$ cat src/rtl/csr_write_unit.sv
// -----------------------------------------------------------------------------
// csr_write_unit
//   Write side of the machine-mode CSR file. Executes CSRRW/RS/RC (and the
//   immediate forms) as a read-modify-write over three cycles
//   (IDLE -> EXEC -> RESP). It owns the writable M-mode CSRs and the 64-bit
//   mcycle/minstret counters, and returns the old CSR value.
//
//   Optional feature macro: CSR_COUNTER_WRITE_EN
//     defined   : mcycle/mcycleh/minstret/minstreth (0xB00/0xB80/0xB02/0xB82)
//                 are readable and writable here.
//     undefined : those addresses are illegal; counters only reset/increment.
//
// Ports
//   clk, reset          clock, asynchronous active-high reset
//   req_valid/req_ready request handshake (ready only in IDLE)
//   csr_addr            12-bit CSR address
//   csr_funct3          001 RW, 010 RS, 011 RC, 101 RWI, 110 RSI, 111 RCI
//   csr_src             rs1 value or zero-extended zimm
//   src_is_zero         rs1 index / zimm is zero (no write for RS/RC forms)
//   inc_instret         retire pulse
//   rsp_valid           one-cycle response pulse, 2 cycles after accept
//   rsp_rdata           old CSR value (0 when illegal)
//   rsp_illegal         illegal-instruction flag
//   cycle_o, instret_o  registered copies of mcycle / minstret
// -----------------------------------------------------------------------------
module csr_write_unit #(
    parameter logic [31:0] RESET_MTVEC = 32'h0000_0000,
    parameter int          CNT_W       = 64
) (
    input  logic             clk,
    input  logic             reset,
    input  logic             req_valid,
    output logic             req_ready,
    input  logic [11:0]      csr_addr,
    input  logic [2:0]       csr_funct3,
    input  logic [31:0]      csr_src,
    input  logic             src_is_zero,
    input  logic             inc_instret,
    output logic             rsp_valid,
    output logic [31:0]      rsp_rdata,
    output logic             rsp_illegal,
    output logic [CNT_W-1:0] cycle_o,
    output logic [CNT_W-1:0] instret_o
);

    localparam logic [11:0] A_MSTATUS  = 12'h300;
    localparam logic [11:0] A_MIE      = 12'h304;
    localparam logic [11:0] A_MTVEC    = 12'h305;
    localparam logic [11:0] A_MSCRATCH = 12'h340;
    localparam logic [11:0] A_MEPC     = 12'h341;
    localparam logic [11:0] A_MCAUSE   = 12'h342;
    localparam logic [11:0] A_MTVAL    = 12'h343;
`ifdef CSR_COUNTER_WRITE_EN
    localparam logic [11:0] A_MCYCLE    = 12'hB00;
    localparam logic [11:0] A_MCYCLEH   = 12'hB80;
    localparam logic [11:0] A_MINSTRET  = 12'hB02;
    localparam logic [11:0] A_MINSTRETH = 12'hB82;
`endif

    localparam logic [31:0] M_MSTATUS = 32'h0000_0088;
    localparam logic [31:0] M_MIE     = 32'h0000_0888;
    localparam logic [31:0] M_MTVEC   = 32'hFFFF_FFFD;
    localparam logic [31:0] M_MEPC    = 32'hFFFF_FFFC;

    localparam logic [CNT_W-1:0] CNT_ONE = {{(CNT_W-1){1'b0}}, 1'b1};

    // funct3[1:0] selects the operation; bit 2 (immediate form) only changes
    // where csr_src came from, so it is not needed past the port.
    localparam logic [1:0] OP_NONE = 2'b00;
    localparam logic [1:0] OP_RW   = 2'b01;
    localparam logic [1:0] OP_RS   = 2'b10;
    localparam logic [1:0] OP_RC   = 2'b11;

    typedef enum logic [1:0] {S_IDLE, S_EXEC, S_RESP} state_e;

    state_e             state_q, state_d;
    logic [11:0]        req_addr_q, req_addr_d;
    logic [1:0]         req_op_q, req_op_d;
    logic [31:0]        req_src_q, req_src_d;
    logic               req_zero_q, req_zero_d;

    logic [31:0]        mstatus_q, mstatus_d;
    logic [31:0]        mie_q, mie_d;
    logic [31:0]        mtvec_q, mtvec_d;
    logic [31:0]        mscratch_q, mscratch_d;
    logic [31:0]        mepc_q, mepc_d;
    logic [31:0]        mcause_q, mcause_d;
    logic [31:0]        mtval_q, mtval_d;
    logic [CNT_W-1:0]   mcycle_q, mcycle_d;
    logic [CNT_W-1:0]   minstret_q, minstret_d;
    logic [CNT_W-1:0]   cycle_o_q, cycle_o_d;
    logic [CNT_W-1:0]   instret_o_q, instret_o_d;

    logic               rsp_valid_q, rsp_valid_d;
    logic [31:0]        rsp_rdata_q, rsp_rdata_d;
    logic               rsp_illegal_q, rsp_illegal_d;

    logic               hit;
    logic [31:0]        old_val;
    logic [31:0]        new_val;
    logic               wr_intent;
    logic               illegal;
    logic               do_wr;
    logic               unused_funct3;

    assign unused_funct3 = csr_funct3[2];

    // Decode of the latched request; only meaningful while in EXEC.
    always_comb begin
        hit     = 1'b1;
        old_val = 32'h0;
        case (req_addr_q)
            A_MSTATUS:   old_val = mstatus_q;
            A_MIE:       old_val = mie_q;
            A_MTVEC:     old_val = mtvec_q;
            A_MSCRATCH:  old_val = mscratch_q;
            A_MEPC:      old_val = mepc_q;
            A_MCAUSE:    old_val = mcause_q;
            A_MTVAL:     old_val = mtval_q;
`ifdef CSR_COUNTER_WRITE_EN
            // Pre-increment value of this cycle.
            A_MCYCLE:    old_val = mcycle_q[31:0];
            A_MCYCLEH:   old_val = mcycle_q[CNT_W-1:32];
            A_MINSTRET:  old_val = minstret_q[31:0];
            A_MINSTRETH: old_val = minstret_q[CNT_W-1:32];
`endif
            default:     hit = 1'b0;
        endcase

        // RS/RC with a zero source is a pure read.
        wr_intent = (req_op_q == OP_RW) || !req_zero_q;
        illegal   = !hit || (req_op_q == OP_NONE) ||
                    (wr_intent && (req_addr_q[11:10] == 2'b11));

        case (req_op_q)
            OP_RS:   new_val = old_val | req_src_q;
            OP_RC:   new_val = old_val & ~req_src_q;
            default: new_val = req_src_q;
        endcase

        do_wr = (state_q == S_EXEC) && !illegal && wr_intent;
    end

    always_comb begin
        state_d       = state_q;
        req_addr_d    = req_addr_q;
        req_op_d      = req_op_q;
        req_src_d     = req_src_q;
        req_zero_d    = req_zero_q;
        mstatus_d     = mstatus_q;
        mie_d         = mie_q;
        mtvec_d       = mtvec_q;
        mscratch_d    = mscratch_q;
        mepc_d        = mepc_q;
        mcause_d      = mcause_q;
        mtval_d       = mtval_q;
        mcycle_d      = mcycle_q + CNT_ONE;
        minstret_d    = inc_instret ? (minstret_q + CNT_ONE) : minstret_q;
        cycle_o_d     = mcycle_q;
        instret_o_d   = minstret_q;
        rsp_valid_d   = 1'b0;
        rsp_rdata_d   = rsp_rdata_q;
        rsp_illegal_d = rsp_illegal_q;

        case (state_q)
            S_IDLE: begin
                if (req_valid) begin
                    req_addr_d = csr_addr;
                    req_op_d   = csr_funct3[1:0];
                    req_src_d  = csr_src;
                    req_zero_d = src_is_zero;
                    state_d    = S_EXEC;
                end
            end
            S_EXEC: begin
                rsp_rdata_d   = illegal ? 32'h0 : old_val;
                rsp_illegal_d = illegal;
                state_d       = S_RESP;
            end
            S_RESP: begin
                rsp_valid_d = 1'b1;
                state_d     = S_IDLE;
            end
            default: state_d = S_IDLE;
        endcase

        if (do_wr) begin
            case (req_addr_q)
                A_MSTATUS:   mstatus_d  = new_val & M_MSTATUS;
                A_MIE:       mie_d      = new_val & M_MIE;
                A_MTVEC:     mtvec_d    = new_val & M_MTVEC;
                A_MSCRATCH:  mscratch_d = new_val;
                A_MEPC:      mepc_d     = new_val & M_MEPC;
                A_MCAUSE:    mcause_d   = new_val;
                A_MTVAL:     mtval_d    = new_val;
`ifdef CSR_COUNTER_WRITE_EN
                // Software write wins over the increment; the other half
                // holds its current value and no carry crosses halves.
                A_MCYCLE:    mcycle_d   = {mcycle_q[CNT_W-1:32], new_val};
                A_MCYCLEH:   mcycle_d   = {new_val, mcycle_q[31:0]};
                A_MINSTRET:  minstret_d = {minstret_q[CNT_W-1:32], new_val};
                A_MINSTRETH: minstret_d = {new_val, minstret_q[31:0]};
`endif
                default: ;
            endcase
        end
    end

    always_ff @(posedge clk or posedge reset) begin
        if (reset) begin
            state_q       <= S_IDLE;
            req_addr_q    <= 12'h0;
            req_op_q      <= OP_NONE;
            req_src_q     <= 32'h0;
            req_zero_q    <= 1'b0;
            mstatus_q     <= 32'h0;
            mie_q         <= 32'h0;
            mtvec_q       <= RESET_MTVEC & M_MTVEC;
            mscratch_q    <= 32'h0;
            mepc_q        <= 32'h0;
            mcause_q      <= 32'h0;
            mtval_q       <= 32'h0;
            mcycle_q      <= '0;
            minstret_q    <= '0;
            cycle_o_q     <= '0;
            instret_o_q   <= '0;
            rsp_valid_q   <= 1'b0;
            rsp_rdata_q   <= 32'h0;
            rsp_illegal_q <= 1'b0;
        end else begin
            state_q       <= state_d;
            req_addr_q    <= req_addr_d;
            req_op_q      <= req_op_d;
            req_src_q     <= req_src_d;
            req_zero_q    <= req_zero_d;
            mstatus_q     <= mstatus_d;
            mie_q         <= mie_d;
            mtvec_q       <= mtvec_d;
            mscratch_q    <= mscratch_d;
            mepc_q        <= mepc_d;
            mcause_q      <= mcause_d;
            mtval_q       <= mtval_d;
            mcycle_q      <= mcycle_d;
            minstret_q    <= minstret_d;
            cycle_o_q     <= cycle_o_d;
            instret_o_q   <= instret_o_d;
            rsp_valid_q   <= rsp_valid_d;
            rsp_rdata_q   <= rsp_rdata_d;
            rsp_illegal_q <= rsp_illegal_d;
        end
    end

    assign req_ready   = (state_q == S_IDLE);
    assign rsp_valid   = rsp_valid_q;
    assign rsp_rdata   = rsp_rdata_q;
    assign rsp_illegal = rsp_illegal_q;
    assign cycle_o     = cycle_o_q;
    assign instret_o   = instret_o_q;

endmodule

$ cat config.mk
export PLATFORM = sky130hd
export DESIGN_NAME = csr_write_unit
export DESIGN_NICKNAME = d
export VERILOG_FILES = /design/src/rtl/csr_write_unit.sv
export SDC_FILE = /design/constraint.sdc
export NUM_CORES = 1
export LEC_CHECK = 0
export BUFFER_PORTS_ARGS = -buffer_cell sky130_fd_sc_hd__buf_2
export CAP_MARGIN = 40
export CORE_MARGIN = 8
export CORE_UTILIZATION = 30
export CTS_CLUSTER_SIZE = 16
export DETAILED_ROUTE_END_ITERATION = 8
export SLEW_MARGIN = 5
export SYNTH_ARGS = -nofsm -noshare
export SYNTH_HDL_FRONTEND = slang
export SYNTH_SLANG_ARGS = --single-unit
$ cat constraint.sdc
create_clock -name clk -period 19.5 [get_ports clk]
set_input_delay 1.95 -clock clk [delete_from_list [all_inputs] [get_ports clk]]
set_output_delay 1.95 -clock clk [all_outputs]
set_load 0.02 [all_outputs]
Yosys cells after proc, flatten, opt, wreduce, memory -nomap -nowiden
Index checks and enable logic that the tools add are counted.

Flip-flop bits (word level): 501. Output and inout bits: 163. Logic and storage cells: 65.

Add/sub/neg operators: 2. Equality and inequality tests: 14. Muxes and demuxes: 7. Bitwise operators: 3. Reduce and logical (&&, ||, !) cells: 20.

Operators by type and width (count): $pmux 32 s7 (1); $add 64x1->64 const B (2); $eq 12x10->1 const B (7); $pmux 32 s2 (1); $and 32x32->32 (1); $mux 32 (1); $not 32->32 (1); $or 32x32->32 (1); $reduce_and 2->1 (8); $eq 2x2->1 const B (4); $reduce_or 7->1 (1); $eq 2x1->1 const B (2); $logic_not 2->1 (2); $pmux 2 s2 (1); $logic_and 1x1->1 (3); $logic_not 1->1 (3); $logic_or 1x1->1 (3); $mux 1 (2); $mux 2 (1); $ne 2x2->1 const B (1).

Depth between registers and ports, before layout
Depth after elaboration: 10. Mapped depth: 9. Depth with buffers taken out: 6.

Worst setup path after synthesis
No wires, ideal clock.

Path type: input -> register. Start point: in inc_instret. End point: reg minstret_q[53], in the netlist instret_o_d[53]. Setup time: 123 ps. Arrival: 3365 ps. Required time: 19377 ps. Setup slack: 16012 ps. Stages: 5. Path buffers: 0. Path through: and3_1 -> nand4_2 -> or4_4 -> or3_1 -> xnor2_1.

RTL lines: start, declared (line 38) `input logic inc_instret,`; end signal, assigned (line 244) `minstret_q <= minstret_d;`; end, declared (line 90) `logic [CNT_W-1:0] minstret_q, minstret_d;`.

==> results by group <==
Timing
  – Worst slew margin relative to its limit: 33.0%
  – RSZ-0062 raised after global routing: false
  – Fin crit share: 18.0%
  – Final setup viols: 0
  – Slew @ Worst Pin: 1.01 ns
  – Final Max Tran Viols: 0
  – Setup TNS: 0 ns
  – Fmax: 0.285 GHz
  – Setup Skew: 0.0153 ns
  – Worst setup margin: 15.99 ns
  – Tmin final: 3.51 ns
  – Hold Vio Cnt, Final: 0

Logic synthesis
  – Mapped Area: 20100 sq um
  – Sequential share of the synthesized area: 62.3%
  – Synth top area cells: dfrtp_1, mux2_2, xnor2_1
  – Largest family of logic cells by synthesized area: multiplexers
  – Commonest cells post-synth: dfrtp_1, mux2_2, nand2_1
  – Yosys reg bits: 501
  – Asr flop ratio synth: 100%
  – Cell count after synthesis: 1436
  – Adder-cell share of the synthesized area: 0.124%
  – Multiplexer area fraction after synthesis: 14.2%
  – Synth Area in XOR/XNOR: 5.44%
  – Yosys top cell area share: 62.3%
  – Post-synthesis compound-gate area fraction: 5.74%
  – Most common cell in the netlist: dfrtp_1
  – Mapped Nets: 1490
  – Primary FF master, synth: dfrtp_1
  – Synth warn: 0
  – Synth area leader: dfrtp_1
  – Synthesized area per cell: 14.0 sq um
  – Post-synthesis simple-gate area fraction: 10.3%
  – Cell variety after synth: 61
  – Post-synth EDFFs: 0

Setup path
  – Critical path peak fanout: 173
  – Slowest stage cell, crit path: buf_12
  – Critical-path cell list: buf_2 -> inv_8 -> buf_12 -> buf_4 -> buf_16
  – Crit. End Element: asynchronous set/reset pin
  – Delay-heaviest family, CP: buffers and inverters
  – Critical path buffers and inverters: 5
  – CP Data Required Time: 20.26 ns
  – Max stage delay on crit path: 0.67 ns
  – Setup CP Type: in -> async
  – Critical Path Source Type: input port
  – Data arrival time of the worst path: 4.26 ns

Clock tree
  – Max H-tree Level: 2
  – Post-CTS setup buffer count: 0
  – Skew-Pair Late Insertion Delay: 0.60 ns
  – Clock Tree Buf Depth: 3
  – CTS tree: yes
  – Hold Buf Count CTS: 0
  – Clock Sinks: 501
  – CTS root buf: clkbuf_16
  – CTS buffer count: 56
  – Clock transition at the registers of the reported paths: 0.06 ns
  – PostCTS Resize Cnt: 0

Die
  – Core ar.: 66800 sq um
  – Die area: 75600 sq um
  – Initial Util: 30.1%
  – Rows: 95
  – Die W: 275 microns
  – I/O pin cnt: 215
  – Die height: 275 microns

Global route
  – First-pass GRT wire length: 77300 microns
  – Vias in the first global route: 13.4k
  – Largest net degree at the start of global routing: 174
  – GRT Util Overall: 12.7%
  – Global route overflow: 0
  – Initial antenna violation count: 0

Routing
  – Wire per inst: 18.4 microns
  – Initial DRC Count: 585
  – Residual DRC: 0
  – WL final: 47700 microns
  – Post-route ant nets: 0
  – Vias per cell: 4.75
  – DR pass1 iterations: 5
  – Total vias in the final route: 12.3k

Placement
  – I/O Buffers: 213
  – Pre-CTS WS: 15.30 ns
  – Gpl congestion: 0.762
  – HPWL after DPL: 30800 microns
  – Area post-placement: 22300 sq um

Power
  – Maximum vdd drop: 85.4 uV
  – Leakage: 11.7 nW
  – Pwr per Cell Area: 102 nW/um^2
  – Total power: 0.00247 W

Finish
  – Nets: 1723
  – Layout area overhead: 20.6%
  – Diodes inserted: 0
  – Layout cell share with drive strength beyond 1: 33.4%
  – Post-route cell area: 24300 sq um
  – FF+latch area: 12500 sq um
  – Area of the multi-input gates: 7220 sq um
  – Finished Core Util: 36.3%
  – Fillcell total: 6423

Min path
  – Worst min path class: reg -> reg

Run
  – Max cap viols: 0

Outcome
  – Status: finished clean
-- report_power, final --
part | switching, W | internal (W) | leakage, nW | total (W)
Clock | 0.000429 | 0.000667 | 0.949 | 0.00110
Sequential | 0.0000401 | 0.00108 | 6.84 | 0.00112
Combinational | 0.000158 | 0.0000914 | 3.93 | 0.000249
Total | 0.000627 | 0.00184 | 11.7 | 0.00247
-- final timing paths --
| check | startpoint | endpoint | slack, ns | cells after the start |
|---|---|---|---|---|
| max | reset | mtval_q[15] | 15.99 | 5 |
| min | cycle_o_d[10] | cycle_o[10] | 0.40 | 0 |
| max reg2reg | req_addr_q[4] | mcause_q[9] | 16.01 | 8 |
| min reg2reg | cycle_o_d[10] | cycle_o[10] | 0.40 | 0 |
| max in group clk | req_addr_q[4] | mcause_q[9] | 16.01 | 8 |
| min in group asynchronous | reset | instret_o[57] | 1.49 | 2 |
-- layout make-up --
type,count,area share [%]
repair buffers,238,5.80
clock buffers,75,6.41
multi-input cells,854,29.7
well taps,873,4.50
flip-flops and latches,501,51.7
clock inverters,28,1.56
inverters,18,0.309
-- stage by stage --
stage / std cells / hold slack (ns)
after global routing: 2587 / 0.421
final: 2587 / 0.405
after floorplan: 1436 / 0.372
after global placement: 2475 / 0.386
after detailed placement: 2484 / 0.391
after CTS: 2587 / 0.407
-- layer usage --
layer	GRT usage [%]	vias to the layer above	part of all wire, %
met4	3.80	0	2.4
met2	20.7	284	47
met1	16.9	6303	45
met5	0	-	0
met3	2.90	88	5.5
li1	-	5624	-
-- cell families (layout without fill, tap and decap cells) --
logic type                 count (synthesis)  after routing
muxes                                    221            221
DFF                                      501            501
and+or+nand+nor                          376            376
buffers and inverters                     81            359
xor gates and xnor gates                 125            125
adders and majority gates                  2              2
AOI/OAI and AO/OA                        130            130
-- placed cells by master, fill, tap and decap left out, types with 4 or more instances in the layout --
| master | netlist | layout |
|---|---|---|
| xnor2_1 | 85 | 85 |
| inv_6 | 0 | 5 |
| clkinv_2 | 0 | 10 |
| nor4_1 | 12 | 12 |
| xor2_1 | 40 | 40 |
| o31ai_1 | 27 | 27 |
| and2_1 | 13 | 11 |
| or3_1 | 5 | 4 |
| nor4_4 | 7 | 7 |
| clkbuf_8 | 0 | 6 |
| mux2i_1 | 9 | 9 |
| mux4_2 | 28 | 28 |
| o41ai_2 | 26 | 26 |
| nand2_1 | 120 | 119 |
| bufinv_16 | 0 | 8 |
| nand4_1 | 39 | 39 |
| o21ai_0 | 7 | 7 |
| a22oi_1 | 28 | 28 |
| dfrtp_1 | 501 | 499 |
| mux2_1 | 22 | 22 |
| and4_1 | 14 | 14 |
| a31oi_1 | 14 | 14 |
| a21oi_1 | 7 | 7 |
| and3_1 | 19 | 19 |
| buf_2 | 22 | 213 |
| inv_1 | 16 | 15 |
| clkbuf_1 | 19 | 12 |
| clkbuf_16 | 0 | 57 |
| nor2_1 | 51 | 50 |
| mux2_4 | 19 | 19 |
| mux2_2 | 143 | 143 |
| nand2b_1 | 4 | 4 |
| o21ai_1 | 5 | 5 |
| nand3_1 | 51 | 51 |
| buf_4 | 4 | 15 |
| nor3_1 | 17 | 17 |
| buf_16 | 0 | 6 |
-- state kept, by name, summed over array words and instances (netlist names), 2 cells and up --
name / flops
req_src_q: 32
req_op_q: 2
state_q: 2
mtval_q: 32
req_addr_q: 12
mie_q: 3
rsp_rdata: 32
mepc_q: 30
mscratch_q: 32
instret_o_d: 64
cycle_o_d: 64
mstatus_q: 2
mcause_q: 32
mtvec_q: 31
instret_o: 64
cycle_o: 64
Note: power is estimated with default switching activity, not from simulation.
